<file path="src/rtl/keypad_entry_ctrl.sv">
// Debounced keypad entry controller: one event per press, hex operand assembly, commit/recall.
// Optional auto-repeat for digit and backspace keys is enabled with KEYPAD_AUTO_REPEAT_EN.
module keypad_entry_ctrl #(
    parameter int DIGITS         = 8,
    parameter int LOCKOUT_CYCLES = 10,
    parameter int CNT_W          = 8
`ifdef KEYPAD_AUTO_REPEAT_EN
    ,
    parameter int REPEAT_DELAY   = 50,
    parameter int REPEAT_RATE    = 10
`endif
) (
    input  logic                         clk,
    input  logic                         rst,
    input  logic [4:0]                   key_code,
    input  logic                         key_strobe,
    output logic [4*DIGITS-1:0]          entry,
    output logic [$clog2(DIGITS+1)-1:0]  digit_cnt,
    output logic [4*DIGITS-1:0]          value,
    output logic                         value_valid,
    output logic                         err,
    output logic                         busy
);
    localparam int EW = 4 * DIGITS;
    localparam int DW = $clog2(DIGITS + 1);
    localparam logic [DW-1:0] FULL = DW'(DIGITS);

    typedef enum logic [1:0] {IDLE, HELD, LOCKOUT} state_t;

    state_t           state;
    logic [CNT_W-1:0] cnt;

    logic             press;
    logic [4:0]       press_code;
    logic [EW-1:0]    entry_next;
    logic [EW-1:0]    value_next;
    logic [DW-1:0]    digit_cnt_next;
    logic             valid_next;
    logic             err_next;

`ifdef KEYPAD_AUTO_REPEAT_EN
    logic [4:0] held_code;
    logic       rep_ok;
    logic       rep_first;
    logic       rep_fire;

    // Repeat counter tracks continuous hold time since entering HELD or the last repeat.
    assign rep_fire   = (state == HELD) && key_strobe && rep_ok &&
                        (cnt == (rep_first ? CNT_W'(REPEAT_DELAY - 1) : CNT_W'(REPEAT_RATE - 1)));
    assign press      = ((state == IDLE) && key_strobe) || rep_fire;
    assign press_code = (state == IDLE) ? key_code : held_code;
`else
    assign press      = (state == IDLE) && key_strobe;
    assign press_code = key_code;
`endif

    assign busy = (state != IDLE);

    always_comb begin
        entry_next     = entry;
        digit_cnt_next = digit_cnt;
        value_next     = value;
        valid_next     = 1'b0;
        err_next       = 1'b0;
        if (press) begin
            if (!press_code[4]) begin
                if (digit_cnt < FULL) begin
                    entry_next     = (entry << 4) | {{(EW-4){1'b0}}, press_code[3:0]};
                    digit_cnt_next = digit_cnt + 1'b1;
                end else begin
                    err_next = 1'b1;
                end
            end else begin
                case (press_code[3:0])
                    4'd0: begin
                        entry_next     = '0;
                        digit_cnt_next = '0;
                    end
                    4'd1: begin
                        if (digit_cnt != '0) begin
                            entry_next     = entry >> 4;
                            digit_cnt_next = digit_cnt - 1'b1;
                        end else begin
                            err_next = 1'b1;
                        end
                    end
                    4'd2: begin
                        if (digit_cnt != '0) begin
                            value_next     = entry;
                            valid_next     = 1'b1;
                            entry_next     = '0;
                            digit_cnt_next = '0;
                        end else begin
                            err_next = 1'b1;
                        end
                    end
                    4'd3: begin
                        entry_next     = value;
                        digit_cnt_next = FULL;
                    end
                    default: ;
                endcase
            end
        end
    end

    always_ff @(posedge clk or negedge rst) begin
        if (!rst) begin
            state       <= IDLE;
            cnt         <= '0;
            entry       <= '0;
            digit_cnt   <= '0;
            value       <= '0;
            value_valid <= 1'b0;
            err         <= 1'b0;
`ifdef KEYPAD_AUTO_REPEAT_EN
            held_code   <= '0;
            rep_ok      <= 1'b0;
            rep_first   <= 1'b0;
`endif
        end else begin
            entry       <= entry_next;
            digit_cnt   <= digit_cnt_next;
            value       <= value_next;
            value_valid <= valid_next;
            err         <= err_next;
            case (state)
                IDLE: begin
                    if (key_strobe) begin
                        state <= HELD;
                        cnt   <= '0;
`ifdef KEYPAD_AUTO_REPEAT_EN
                        held_code <= key_code;
                        rep_ok    <= !key_code[4] || (key_code == 5'd17);
                        rep_first <= 1'b1;
`endif
                    end
                end
                HELD: begin
                    if (!key_strobe) begin
                        if (LOCKOUT_CYCLES == 0) begin
                            state <= IDLE;
                        end else begin
                            state <= LOCKOUT;
                            cnt   <= CNT_W'(LOCKOUT_CYCLES - 1);
                        end
                    end
`ifdef KEYPAD_AUTO_REPEAT_EN
                    else if (rep_ok) begin
                        if (rep_fire) begin
                            cnt       <= '0;
                            rep_first <= 1'b0;
                        end else begin
                            cnt <= cnt + 1'b1;
                        end
                    end
`endif
                end
                LOCKOUT: begin
                    // A key still down when lockout expires is absorbed into HELD without an event.
                    if (cnt == '0) begin
                        state <= key_strobe ? HELD : IDLE;
`ifdef KEYPAD_AUTO_REPEAT_EN
                        rep_ok <= 1'b0;
`endif
                    end else begin
                        cnt <= cnt - 1'b1;
                    end
                end
                default: state <= IDLE;
            endcase
        end
    end
endmodule

</file>
<file path="config.mk">
export PLATFORM = sky130hd
export DESIGN_NAME = keypad_entry_ctrl
export DESIGN_NICKNAME = d
export VERILOG_FILES = /design/src/rtl/keypad_entry_ctrl.sv
export SDC_FILE = /design/constraint.sdc
export NUM_CORES = 1
export LEC_CHECK = 0
export BUFFER_PORTS_ARGS = -buffer_cell sky130_fd_sc_hd__buf_2
export CAP_MARGIN = 0
export CORE_MARGIN = 2
export CORE_UTILIZATION = 25
export DETAILED_ROUTE_END_ITERATION = 16
export PLACE_DENSITY = 0.53
export SLEW_MARGIN = 20
export SYNTH_ARGS = -nofsm -noshare
export SYNTH_HDL_FRONTEND = slang
export SYNTH_SLANG_ARGS = --single-unit
</file>
<file path="constraint.sdc">
create_clock -name clk -period 2.2 [get_ports clk]
set_input_delay 0.22 -clock clk [delete_from_list [all_inputs] [get_ports clk]]
set_output_delay 0.22 -clock clk [all_outputs]
set_load 0.01 [all_outputs]
</file>
==> results of run 1 <==
[registers in the layout (all words and copies together) (netlist names)]
register and cells:
digit_cnt 4, value 32, cnt 8, entry 32, state 2, err 1
value_valid 1
[timing repair]
item / CTS / global route
hold endpoints to repair: 37 / 0
gates resized for setup: 0 / 1
hold buffers: 1 / 0
setup buffers: 0 / 1
setup endpoints to repair: 0 / 32
[power breakdown]
part | switching (W) | internal, W | total, W | leakage (nW)
combinational | 0.00127 | 0.00113 | 0.00240 | 1.31
clock | 0.000608 | 0.00100 | 0.00161 | 0.159
sequential | 0.000612 | 0.00197 | 0.00258 | 1.06
total | 0.00248 | 0.00410 | 0.00658 | 2.52
[final timing paths]
check / startpoint / endpoint / slack, ns / cells after the start
worst max-delay path: state[1]$_DFFE_PN0P_ / value[28]$_DFFE_PN0P_ / 0.11 / 7
worst min-delay path: key_strobe / err$_DFF_PN0_ / 0.20 / 3
worst max register to register: state[1]$_DFFE_PN0P_ / value[28]$_DFFE_PN0P_ / 0.11 / 7
worst min register to register: cnt[5]$_DFFE_PN0P_ / cnt[5]$_DFFE_PN0P_ / 0.51 / 1
max in group asynchronous: rst / entry[12]$_DFFE_PN0P_ / 1.16 / 3
min in group asynchronous: rst / cnt[3]$_DFFE_PN0P_ / 0.40 / 2
[logic make-up (layout without fill, tap and decap cells)]
group           Yosys count  count (layout)
xor+xnor                  1               1
flops                    80              80
buf+inv                  34             122
compound gates           90              90
fa+ha+maj                10              10
mux                      74              74
simple gates             78              78
[critical path, stage by stage, from the launching register on]
cell and delay (ns):
dfrtp_1 0.42, inv_1 0.12, ha_1 0.24, nand3_1 0.20
a2111oi_4 0.22, buf_4 0.20, buf_6 0.22, mux2_2 0.36
[layer usage]
metal	global-route usage	vias to the layer above
met3	0.02702	12
met2	0.2013	62
met1	0.1860	1630
met4	0.05142	0
li1	-	1511
met5	0	-
[through the flow]
step           std cells  hold WS [ns]  setup WS (ns)
2_1_floorplan        367      -0.07559         0.1628
3_3_place_gp         655        0.2288         0.1371
3_5_place_dp         655        0.2316        0.05120
4_1_cts              672        0.1878        0.03009
5_1_grt              675        0.2267       0.001918
6_report             675        0.2038         0.1095
[area by class of cell]
type | instances | share of cell area
clock buffer | 14 | 0.05407
clock inverter | 2 | 0.006670
inverter | 13 | 0.009290
multi-input combinational | 253 | 0.3902
sequential | 80 | 0.3811
tap | 220 | 0.05241
timing repair buffer | 93 | 0.1062
[layout by cell type (no fill, tap or decap), types with 5 or more instances in the layout]
master,instances
inv_1,13
buf_4,10
a21boi_0,27
mux2i_1,6
nor2_1,37
nor3_1,5
clkbuf_16,10
dfrtp_1,80
ha_1,10
o2bb2ai_1,28
o21ai_0,6
nand2_1,10
a21oi_1,9
mux2_2,68
buf_2,77
==> out/summary.txt, run 1 <==
SYNTH
----------------------------------------------------------------------------------------
Library cell occupying the most area in the post-synthesis netlist               dfrtp_1
Compound-cell area share of the yosys netlist                                     0.1683
Summed instance area of the synthesized netlist                               4202 sq um
Share of synthesized area occupied by flip-flops and latches                      0.4765
Yosys Warn Count                                                                       0
Most frequent cells after synthesis                                         dfrtp_1 (80), mux2_2 (68), nor2_1 (37), o2bb2ai_1 (28), a21boi_0 (27)
Post-synth cell types                                                                 46
Share of flip-flops with an asynchronous set or reset after synthesis              1.000
Mapped Avg Cell Area                                                         11.45 sq um
Multiplexer area fraction after synthesis                                         0.1965
Most area-consuming cells after synthesis                                   dfrtp_1 (48%), mux2_2 (18%), o2bb2ai_1 (5.8%), a21boi_0 (4.8%), nor2_1 (3.3%)
Dominant combinational cell family by area after synthesis                  multiplexers
Yosys reg bits                                                                        80
Area share of the leading cell type in the synthesized netlist                    0.4765
Number of enable flip-flop cells after synthesis                                       0
Post-synth net total                                                                 385
Post-Synth XOR/XNOR Area                                                        0.002085
Gate count of the mapped netlist                                                     367
Post-Synth Simple-Gate Area                                                      0.08934
Top flip-flop cell by instance count after synthesis                             dfrtp_1
Top-count cell post-synth                                                        dfrtp_1
Post-synthesis adder-cell area fraction                                          0.02978

TIMING
----------------------------------------------------------------------------------------
Achievable clock frequency                                                     478.4 MHz
Final Cycle Share                                                                 0.9502
Aggregate negative setup slack                                                      0 ns
Transition time at the pin with the least slew margin                          0.5132 ns
Worst rel slew slack                                                              0.6578
Shortest clock period the worst path allows after layout                        2.090 ns
Setup repair after global routing missed its margin                                false
Total setup violations reported at the end of the flow                                 0
Number of hold violations in the final report                                          0
Slew Viols, Final                                                                      0
Worst clock skew                                                             0.003531 ns

ROUTING
----------------------------------------------------------------------------------------
DRT iter0 DRCs                                                                       198
Routed wire per std cell                                                    17.44 microns
Number of search-and-repair iterations in the first detailed-routing pass              4
Post-DR vias/cell                                                                  4.763
Antenna viol nets, final                                                               0
Met1 wire length                                                                5.824 mm
Met2 Wirelength                                                                 5.340 mm
Post-detailed-route DRC marker count                                                   0
Highest Signal Layer                                                                met4
Total number of vias                                                                3215
Detailed route wirelength on metal3                                          416 microns
Routed wire length                                                              11.77 mm

FLOORPLAN
----------------------------------------------------------------------------------------
Vert. Die Dim                                                               133.6 microns
IO Count                                                                              79
Area enclosed by the die boundary                                            17860 sq um
Core Footprint                                                               16520 sq um
Die width                                                                   133.6 microns
Number of standard-cell rows in the floorplan                                         47
Initial Utilization                                                               0.2543

GLOBAL ROUTING
----------------------------------------------------------------------------------------
Total overflow reported by the global router                                           0
Total Routing Usage GR                                                            0.1327
Initial antenna violation count                                                        0
Via count of the first global-routing pass                                          3266
Largest net degree at the start of global routing                                     44
Global-route wire length before repair                                          18.41 mm

WORST SETUP PATH
----------------------------------------------------------------------------------------
Biggest fanout along the worst timing path                                            16
Worst EP required                                                                2.43 ns
Kind of start point of the critical path                                       flip-flop
Arrival @ worst endpoint                                                         2.32 ns
Type of element capturing the critical path                                    flip-flop
Crit Path Class                                                               reg -> reg

CLOCKING
----------------------------------------------------------------------------------------
Cts bufs inserted                                                                      9
H-tree lvl count                                                                       3
Clk Tree Root Cell                                                             clkbuf_16
Clk slew on worst S/H paths                                                      0.06 ns
Clk Latency, worst-skew pair                                                     0.34 ns
Sinks on Clock Net                                                                    80
TritonCTS clock tree                                                               built
Clk buf depth                                                                          2

POWER
----------------------------------------------------------------------------------------
IR drop worst, VDD                                                             0.4462 mV
P per Cell Area                                                             1254 nW/um^2
Overall power consumption                                                     0.006585 W
Total leakage power                                                             2.524 nW

FINISH
----------------------------------------------------------------------------------------
Share of cells above drive strength 1                                             0.3978
Final net count                                                                      468
Final cell utilization of the core                                                0.3179
Combined area of the multi-input logic cells                                  2049 sq um
Antenna cell count                                                                     0
Finished layout cell area                                                     5253 sq um
Syn-to-layout area delta                                                          25.01%
Fillers                                                                             1680
Register Area                                                                 2002 sq um

PLACEMENT
----------------------------------------------------------------------------------------
DP Area                                                                       4888 sq um
Routability congestion estimate from global placement                             0.7800
Placed wire-length estimate after detailed placement                            7.856 mm
IO buf count                                                                          78

OUTCOME
----------------------------------------------------------------------------------------
Status                                                                      complete, no violations

RUN
----------------------------------------------------------------------------------------
Max-cap check violation count                                                          0

HOLD PATH
----------------------------------------------------------------------------------------
Path class of the lowest-slack min-delay path                                  in -> reg

Note: power is estimated with default switching activity, not from simulation.
==> run 2: changes to the inputs <==
Settings changed: CTS_BUF_LIST set to sky130_fd_sc_hd__clkbuf_16.
==> out/summary.txt, run 2 (synthesis gave the netlist of run 1 again) <==
WORST SETUP PATH
----------------------------------------------------------------------------------------
Crit Path Class                                                               reg -> reg
Path length in cells of the critical path                                              7   unchanged
Type of element capturing the critical path                                    flip-flop
Worst reg2reg startpoint                                                    state[1]$_DFFE_PN0P_
Flop-to-flop setup slack                                                         0.14 ns   +0.03 ns
Cell depth of the worst flop-to-flop path                                              7   unchanged
Kind of start point of the critical path                                       flip-flop
Count of buffering cells on the critical path with inverters included                  3   unchanged
Crit Reg-Reg Endpoint                                                       value[28]$_DFFE_PN0P_
Worst EP required                                                                2.43 ns   about the same
Arrival @ worst endpoint                                                         2.29 ns   -0.03 ns
Cells along the critical path                                               inv_1 > ha_1 > nand3_1 > a2111oi_4 > buf_4 > buf_8 > mux2_2
Maximum cell stage delay along the critical path                                 0.42 ns   about the same
Delay-heaviest family, CP                                                   buffers and inverters
Biggest fanout along the worst timing path                                            16   unchanged
Slowest CP cell                                                                  dfrtp_1

TIMING
----------------------------------------------------------------------------------------
Final Cycle Share                                                                 0.9385   -0.01173
Worst clock skew                                                             0.005474 ns   +0.001943 ns
Slew Viols, Final                                                                      0   unchanged
Total setup violations reported at the end of the flow                                 0   unchanged
Number of hold violations in the final report                                          0   unchanged
Setup repair after global routing missed its margin                                false
Aggregate negative setup slack                                                      0 ns   unchanged
Achievable clock frequency                                                     484.3 MHz   +1.2%
WHS                                                                            0.2040 ns   +0.0001960 ns
Transition time at the pin with the least slew margin                          0.5126 ns   -0.0006239 ns
Worst rel slew slack                                                              0.6583   about the same
Shortest clock period the worst path allows after layout                        2.065 ns   -0.02580 ns

GLOBAL ROUTING
----------------------------------------------------------------------------------------
Largest net degree at the start of global routing                                     44   unchanged
Initial antenna violation count                                                        0   unchanged
Total overflow reported by the global router                                           0   unchanged
Via count of the first global-routing pass                                          3268   +0.061%
Global-route wire length before repair                                          18.41 mm   unchanged
Total Routing Usage GR                                                            0.1327   unchanged

ROUTING
----------------------------------------------------------------------------------------
DRT iter0 DRCs                                                                       178   -10%
Antenna viol nets, final                                                               0   unchanged
Post-DR vias/cell                                                                  4.729   -0.72%
Post-detailed-route DRC marker count                                                   0   unchanged
Number of search-and-repair iterations in the first detailed-routing pass              4   unchanged
Total number of vias                                                                3192   -0.72%
Routed wire length                                                              11.76 mm   -0.11%
Routed wire per std cell                                                    17.42 microns   -0.11%

CLOCKING
----------------------------------------------------------------------------------------
Clk Latency, worst-skew pair                                                     0.34 ns   about the same
Sinks on Clock Net                                                                    80   unchanged
Clk buf depth                                                                          2   unchanged
TritonCTS clock tree                                                               built
H-tree lvl count                                                                       3   unchanged
Clk Tree Root Cell                                                             clkbuf_16
Cts bufs inserted                                                                      9   unchanged
Clk slew on worst S/H paths                                                      0.06 ns   about the same

FLOORPLAN
----------------------------------------------------------------------------------------
Core Footprint                                                               16520 sq um   unchanged
Initial Utilization                                                               0.2543   unchanged
IO Count                                                                              79   unchanged
Die width                                                                   133.6 microns   unchanged
Area enclosed by the die boundary                                            17860 sq um   unchanged
Vert. Die Dim                                                               133.6 microns   unchanged
Number of standard-cell rows in the floorplan                                         47   unchanged

HOLD PATH
----------------------------------------------------------------------------------------
Hold Path Stages                                                                       3   unchanged
Path class of the lowest-slack min-delay path                                  in -> reg
Startpoint of the most critical hold path                                    key_code[0]
End point of the most critical hold path                                    entry[0]$_DFFE_PN0P_

POWER
----------------------------------------------------------------------------------------
P per Cell Area                                                             1235 nW/um^2   -1.5%
IR drop worst, VDD                                                             0.4455 mV   -0.16%
Total leakage power                                                             2.507 nW   -0.69%

PLACEMENT
----------------------------------------------------------------------------------------
Routability congestion estimate from global placement                             0.7800   unchanged
Placed cell count                                                                    655   unchanged
DP Area                                                                       4888 sq um   unchanged
IO buf count                                                                          78   unchanged
Placed wire-length estimate after detailed placement                            7.856 mm   unchanged

FINISH
----------------------------------------------------------------------------------------
Registers with the highest flip-flop counts                                 entry: 32 flops, value: 32 flops, cnt: 8 flops
Final net count                                                                      468   unchanged
Most frequent standard cell in the layout excluding fill and tap cells           dfrtp_1
Share of cells above drive strength 1                                             0.3890   -0.008791
Finished layout cell area                                                     5216 sq um   -0.69%
Fillers                                                                             1694   +0.83%
Number of cells in the finished layout apart from fillers                            675   unchanged
Most used cells in the layout excluding fill and tap cells                  dfrtp_1 (80), buf_2 (77), mux2_2 (68), nor2_1 (37), o2bb2ai_1 (28)
Antenna cell count                                                                     0   unchanged
Syn-to-layout area delta                                                          24.15%

RUN
----------------------------------------------------------------------------------------
Max-cap check violation count                                                          0   unchanged

OUTCOME
----------------------------------------------------------------------------------------
Status                                                                      complete, no violations

==> run 2: cell types whose count changed in the layout (fill, tap and decap cells not counted), sizes merged <==
cell	before	now
clkbuf	15	10
clkinv	1	5
inv	13	14
==> run 2: area by class of cell <==
class | instances | area, sq um | share of cell area
clock buffer | 9 | 225.2 | 0.04318
clock inverter | 7 | 53.80 | 0.01031
inverter | 13 | 48.80 | 0.009355
multi-input combinational | 253 | 2049 | 0.3929
sequential | 80 | 2002 | 0.3838
tap | 220 | 275.3 | 0.05277
timing repair buffer | 93 | 561.8 | 0.1077
==> run 2: per-layer routing <==
metal / track usage / part of all wire / vias to the layer above
met5: 0 / 0 / -
met4: 0.05142 / 0.016 / 0
met3: 0.02702 / 0.036 / 12
met2: 0.2007 / 0.45 / 67
met1: 0.1864 / 0.50 / 1609
li1: - / - / 1504
==> run 2: worst register-to-register path, cell delays in order (launching register included) <==
cell and delay, ns:
dfrtp_1 0.42, inv_1 0.12, ha_1 0.24, nand3_1 0.20, a2111oi_4 0.22, buf_4 0.20, buf_8 0.20, mux2_2 0.35
==> run 2: worst max path at each step <==
stage	to	startpoint	slack [ns]
after floorplan	value[10]$_DFFE_PN0P_	state[0]$_DFFE_PN0P_	0.16
after global placement	value[16]$_DFFE_PN0P_	state[1]$_DFFE_PN0P_	0.14
after detailed placement	value[7]$_DFFE_PN0P_	state[1]$_DFFE_PN0P_	0.05
after CTS	value[7]$_DFFE_PN0P_	state[1]$_DFFE_PN0P_	0.03
after global routing	value[16]$_DFFE_PN0P_	state[1]$_DFFE_PN0P_	0.03
final	value[28]$_DFFE_PN0P_	state[1]$_DFFE_PN0P_	0.14
==> run 2: what timing repair did <==
item / in CTS / in global routing
hold endpoints to repair: 37 / 0
hold buffers: 1 / 0
resized for setup: 0 / 2
setup buffers: 0 / 1
endpoints found under the setup margin: 0 / 32
==> run 2: through the flow <==
stage	util	total power, W	worst slack [ns]
2_1_floorplan	-	0.003935	0.1628
3_3_place_gp	0.2958	0.004922	0.1371
3_5_place_dp	0.2958	0.005020	0.05120
4_1_cts	0.3133	0.006507	0.03007
5_1_grt	0.3157	0.006884	0.02952
6_report	0.3157	0.006440	0.1353
==> run 2: power by group <==
part	switching, W	internal, W	leakage [nW]
Clock	0.000613	0.000858	0.141
Combinational	0.00127	0.00113	1.31
Sequential	0.000606	0.00197	1.06
Total	0.00248	0.00396	2.51
==> run 3: changes to the inputs <==
Settings changed: ABC_AREA set to 1, ABC_CLOCK_PERIOD_IN_PS set to 2200, CELL_PAD_IN_SITES_DETAIL_PLACEMENT set to 0, CELL_PAD_IN_SITES_GLOBAL_PLACEMENT set to 1, PLACE_DENSITY 0.53 to 0.65.
==> out/summary.txt, run 3 <==
TIMING
----------------------------------------------------------------------------------------
Achievable clock frequency                                                     525.5 MHz   +8.5%
Aggregate negative setup slack                                                      0 ns   unchanged
Worst rel slew slack                                                              0.5398   -0.1185
Setup repair after global routing missed its margin                                false
Number of hold violations in the final report                                          0   unchanged
Transition time at the pin with the least slew margin                          0.6893 ns   +0.1767 ns
Shortest clock period the worst path allows after layout                        1.903 ns   -0.1618 ns
Total setup violations reported at the end of the flow                                 0   unchanged
Slew Viols, Final                                                                      0   unchanged
Final Cycle Share                                                                 0.8649   -0.07353
Post-route worst setup slack                                                   0.2971 ns   +0.1618 ns
Worst clock skew                                                             0.007224 ns   +0.001750 ns

WORST SETUP PATH
----------------------------------------------------------------------------------------
Cells along the critical path                                               inv_1 > ha_1 > inv_1 > o21ai_0 > nor2_1 > nand2_1 > nand2_1 > inv_1 > nand2_1 > nand2_1
Delay-heaviest family, CP                                                   simple AND/OR/NAND/NOR gates
Worst EP required                                                                2.43 ns   about the same
Maximum cell stage delay along the critical path                                 0.44 ns   +0.02 ns
Cell depth of the worst flop-to-flop path                                             10   +3
CP dominant cell by count                                                        nand2_1
Slowest CP cell                                                                  dfrtp_1
Arrival @ worst endpoint                                                         2.13 ns   -0.16 ns
Type of element capturing the critical path                                    flip-flop
Crit Path Class                                                               reg -> reg
Path length in cells of the critical path                                             10   +3
Count of buffering cells on the critical path with inverters included                  3   unchanged
Biggest fanout along the worst timing path                                            14   -2
Kind of start point of the critical path                                       flip-flop

GLOBAL ROUTING
----------------------------------------------------------------------------------------
Initial antenna violation count                                                        0   unchanged
Largest net degree at the start of global routing                                     42   -4.5%
Via count of the first global-routing pass                                          3796   +16%
Global-route wire length before repair                                          20.67 mm   +12%
Total overflow reported by the global router                                           0   unchanged
Total Routing Usage GR                                                            0.1503   +0.01759

SYNTH
----------------------------------------------------------------------------------------
Top flip-flop cell by instance count after synthesis                             dfrtp_1
Gate count of the mapped netlist                                                     575   +57%
Area share of the leading cell type in the synthesized netlist                    0.4799   +0.003430
Mapped Avg Cell Area                                                         7.255 sq um   -37%
Most area-consuming cells after synthesis                                   dfrtp_1 (48%), nand2_1 (26%), nand3_1 (8.8%), ha_1 (3.0%), o21ai_0 (2.6%)
Yosys Warn Count                                                                       0   unchanged
Post-synth net total                                                                 593   +54%
Post-synth cell types                                                                 24   -48%
Library cell occupying the most area in the post-synthesis netlist               dfrtp_1
Most frequent cells after synthesis                                         nand2_1 (290), dfrtp_1 (80), nand3_1 (73), inv_1 (28)
Summed instance area of the synthesized netlist                               4172 sq um   -0.71%
Number of enable flip-flop cells after synthesis                                       0   unchanged
Top-count cell post-synth                                                        nand2_1
Share of flip-flops with an asynchronous set or reset after synthesis              1.000   unchanged
Yosys reg bits                                                                        80   unchanged
Share of synthesized area occupied by flip-flops and latches                      0.4799   +0.003430

CLOCKING
----------------------------------------------------------------------------------------
Clk Tree Root Cell                                                             clkbuf_16
Clk buf depth                                                                          2   unchanged
Clk Latency, worst-skew pair                                                     0.35 ns   about the same
Cts bufs inserted                                                                      9   unchanged
Clk slew on worst S/H paths                                                      0.06 ns   about the same
H-tree lvl count                                                                       3   unchanged
Sinks on Clock Net                                                                    80   unchanged
TritonCTS clock tree                                                               built
Buffers inserted by post-CTS timing repair                                             0   unchanged

FLOORPLAN
----------------------------------------------------------------------------------------
Die width                                                                   133.2 microns   -0.35%
Core Footprint                                                               16470 sq um   -0.36%
Area enclosed by the die boundary                                            17740 sq um   -0.69%
IO Count                                                                              79   unchanged
Initial Utilization                                                               0.2533   -0.0009157
Number of standard-cell rows in the floorplan                                         47   unchanged
Vert. Die Dim                                                               133.2 microns   -0.35%

ROUTING
----------------------------------------------------------------------------------------
Post-detailed-route DRC marker count                                                   0   unchanged
Post-DR vias/cell                                                                  4.406   -6.8%
Routed wire length                                                              12.75 mm   +8.4%
Total number of vias                                                                3838   +20%
Routed wire per std cell                                                    14.63 microns   -16%
Antenna viol nets, final                                                               0   unchanged
Number of search-and-repair iterations in the first detailed-routing pass              4   unchanged
DRT iter0 DRCs                                                                       194   +9.0%

FINISH
----------------------------------------------------------------------------------------
Fillers                                                                             1808   +6.7%
Register Area                                                                 2002 sq um   unchanged
Combined area of the multi-input logic cells                                  1894 sq um   -7.6%
Final net count                                                                      664   +42%
Most used cells in the layout excluding fill and tap cells                  nand2_1 (290), dfrtp_1 (80), buf_2 (77), nand3_1 (73), inv_1 (29)
Most frequent standard cell in the layout excluding fill and tap cells           nand2_1
Share of cells above drive strength 1                                             0.1690   -0.2200
Antenna cell count                                                                     0   unchanged
Syn-to-layout area delta                                                          21.48%
Registers with the highest flip-flop counts                                 entry: 32 flops, value: 32 flops, cnt: 8 flops

POWER
----------------------------------------------------------------------------------------
Overall power consumption                                                     0.005241 W   -19%
P per Cell Area                                                             1034 nW/um^2   -16%
IR drop worst, VDD                                                             0.4239 mV   -4.9%
Total leakage power                                                             2.884 nW   +15%

OUTCOME
----------------------------------------------------------------------------------------
Status                                                                      complete, no violations

PLACEMENT
----------------------------------------------------------------------------------------
Post-Place Worst Slack                                                         0.2910 ns   +0.2398 ns
Routability congestion estimate from global placement                             0.7732   -0.87%
IO buf count                                                                          78   unchanged
Placed wire-length estimate after detailed placement                            8.569 mm   +9.1%

HOLD PATH
----------------------------------------------------------------------------------------
Hold Path Stages                                                                       3   unchanged
Path class of the lowest-slack min-delay path                                  in -> reg

RUN
----------------------------------------------------------------------------------------
Max-cap check violation count                                                          0   unchanged

[run 3: cell count changes in the layout (fill, tap and decap cells not counted), moves of 6 or more]
cell       before  now
nand2_1        10  290
o21ai_0         6   22
o2bb2ai_1      28    0
nor2_1         37   21
mux2_2         68    0
inv_1          14   29
a21boi_0       27    0
nand3_1         4   73
mux2i_1         6    0
[run 3: power by group]
part / switching, W / internal, W
combinational: 0.00109 / 0.000607
sequential: 0.000330 / 0.00171
clock: 0.000630 / 0.000869
[run 3: layout make-up]
class	count	area share
sequential	80	0.3951
tap	220	0.05432
multi-input combinational	435	0.3738
clock inverter	7	0.01259
timing repair buffer	89	0.09679
clock buffer	9	0.04444
inverter	31	0.02296
[run 3: metal layers]
layer	share of wire	track usage
met4	0.0067	0.05142
met1	0.47	0.2020
met5	0	0
met2	0.48	0.2427
met3	0.042	0.03044
[run 3: logic make-up after synthesis]
logic type	share of synthesized area
compound gates	0.03419
xor+xnor	0.008400
flops	0.4799
simple gates	0.3809
fa+ha+maj	0.02999
buf+inv	0.06659
[run 3: final timing paths]
check | startpoint | end | slack, ns
worst min-delay path | key_strobe | err$_DFF_PN0_ | 0.19
worst max-delay path | state[0]$_DFFE_PN0P_ | cnt[4]$_DFFE_PN0P_ | 0.30
worst max register to register | state[0]$_DFFE_PN0P_ | cnt[4]$_DFFE_PN0P_ | 0.30
max in group asynchronous | rst | entry[16]$_DFFE_PN0P_ | 1.14
worst min register to register | value[0]$_DFFE_PN0P_ | value[0]$_DFFE_PN0P_ | 0.49
min in group asynchronous | rst | state[0]$_DFFE_PN0P_ | 0.43
[run 3: what timing repair did]
item                                    in CTS  in global routing
gates resized for setup                      0                  0
hold buffers                                 1                  0
endpoints found under the hold margin       39                  0
endpoints found under the setup margin       0                  0
[run 3: metrics by stage]
stage / util / cells / hold WS (ns) / cell area, sq um
2_1_floorplan: - / 575 / -0.07559 / 4172
3_3_place_gp: 0.2896 / 854 / 0.2681 / 4768
3_5_place_dp: 0.2896 / 854 / 0.2711 / 4768
4_1_cts: 0.3078 / 871 / 0.1895 / 5067
5_1_grt: 0.3078 / 871 / 0.1941 / 5067
6_report: 0.3078 / 871 / 0.1944 / 5067
[run 3: tightest hold or removal path: stages]
cell and delay, ns:
buf_2 0.13, nand2_1 0.09, nor2_1 0.06
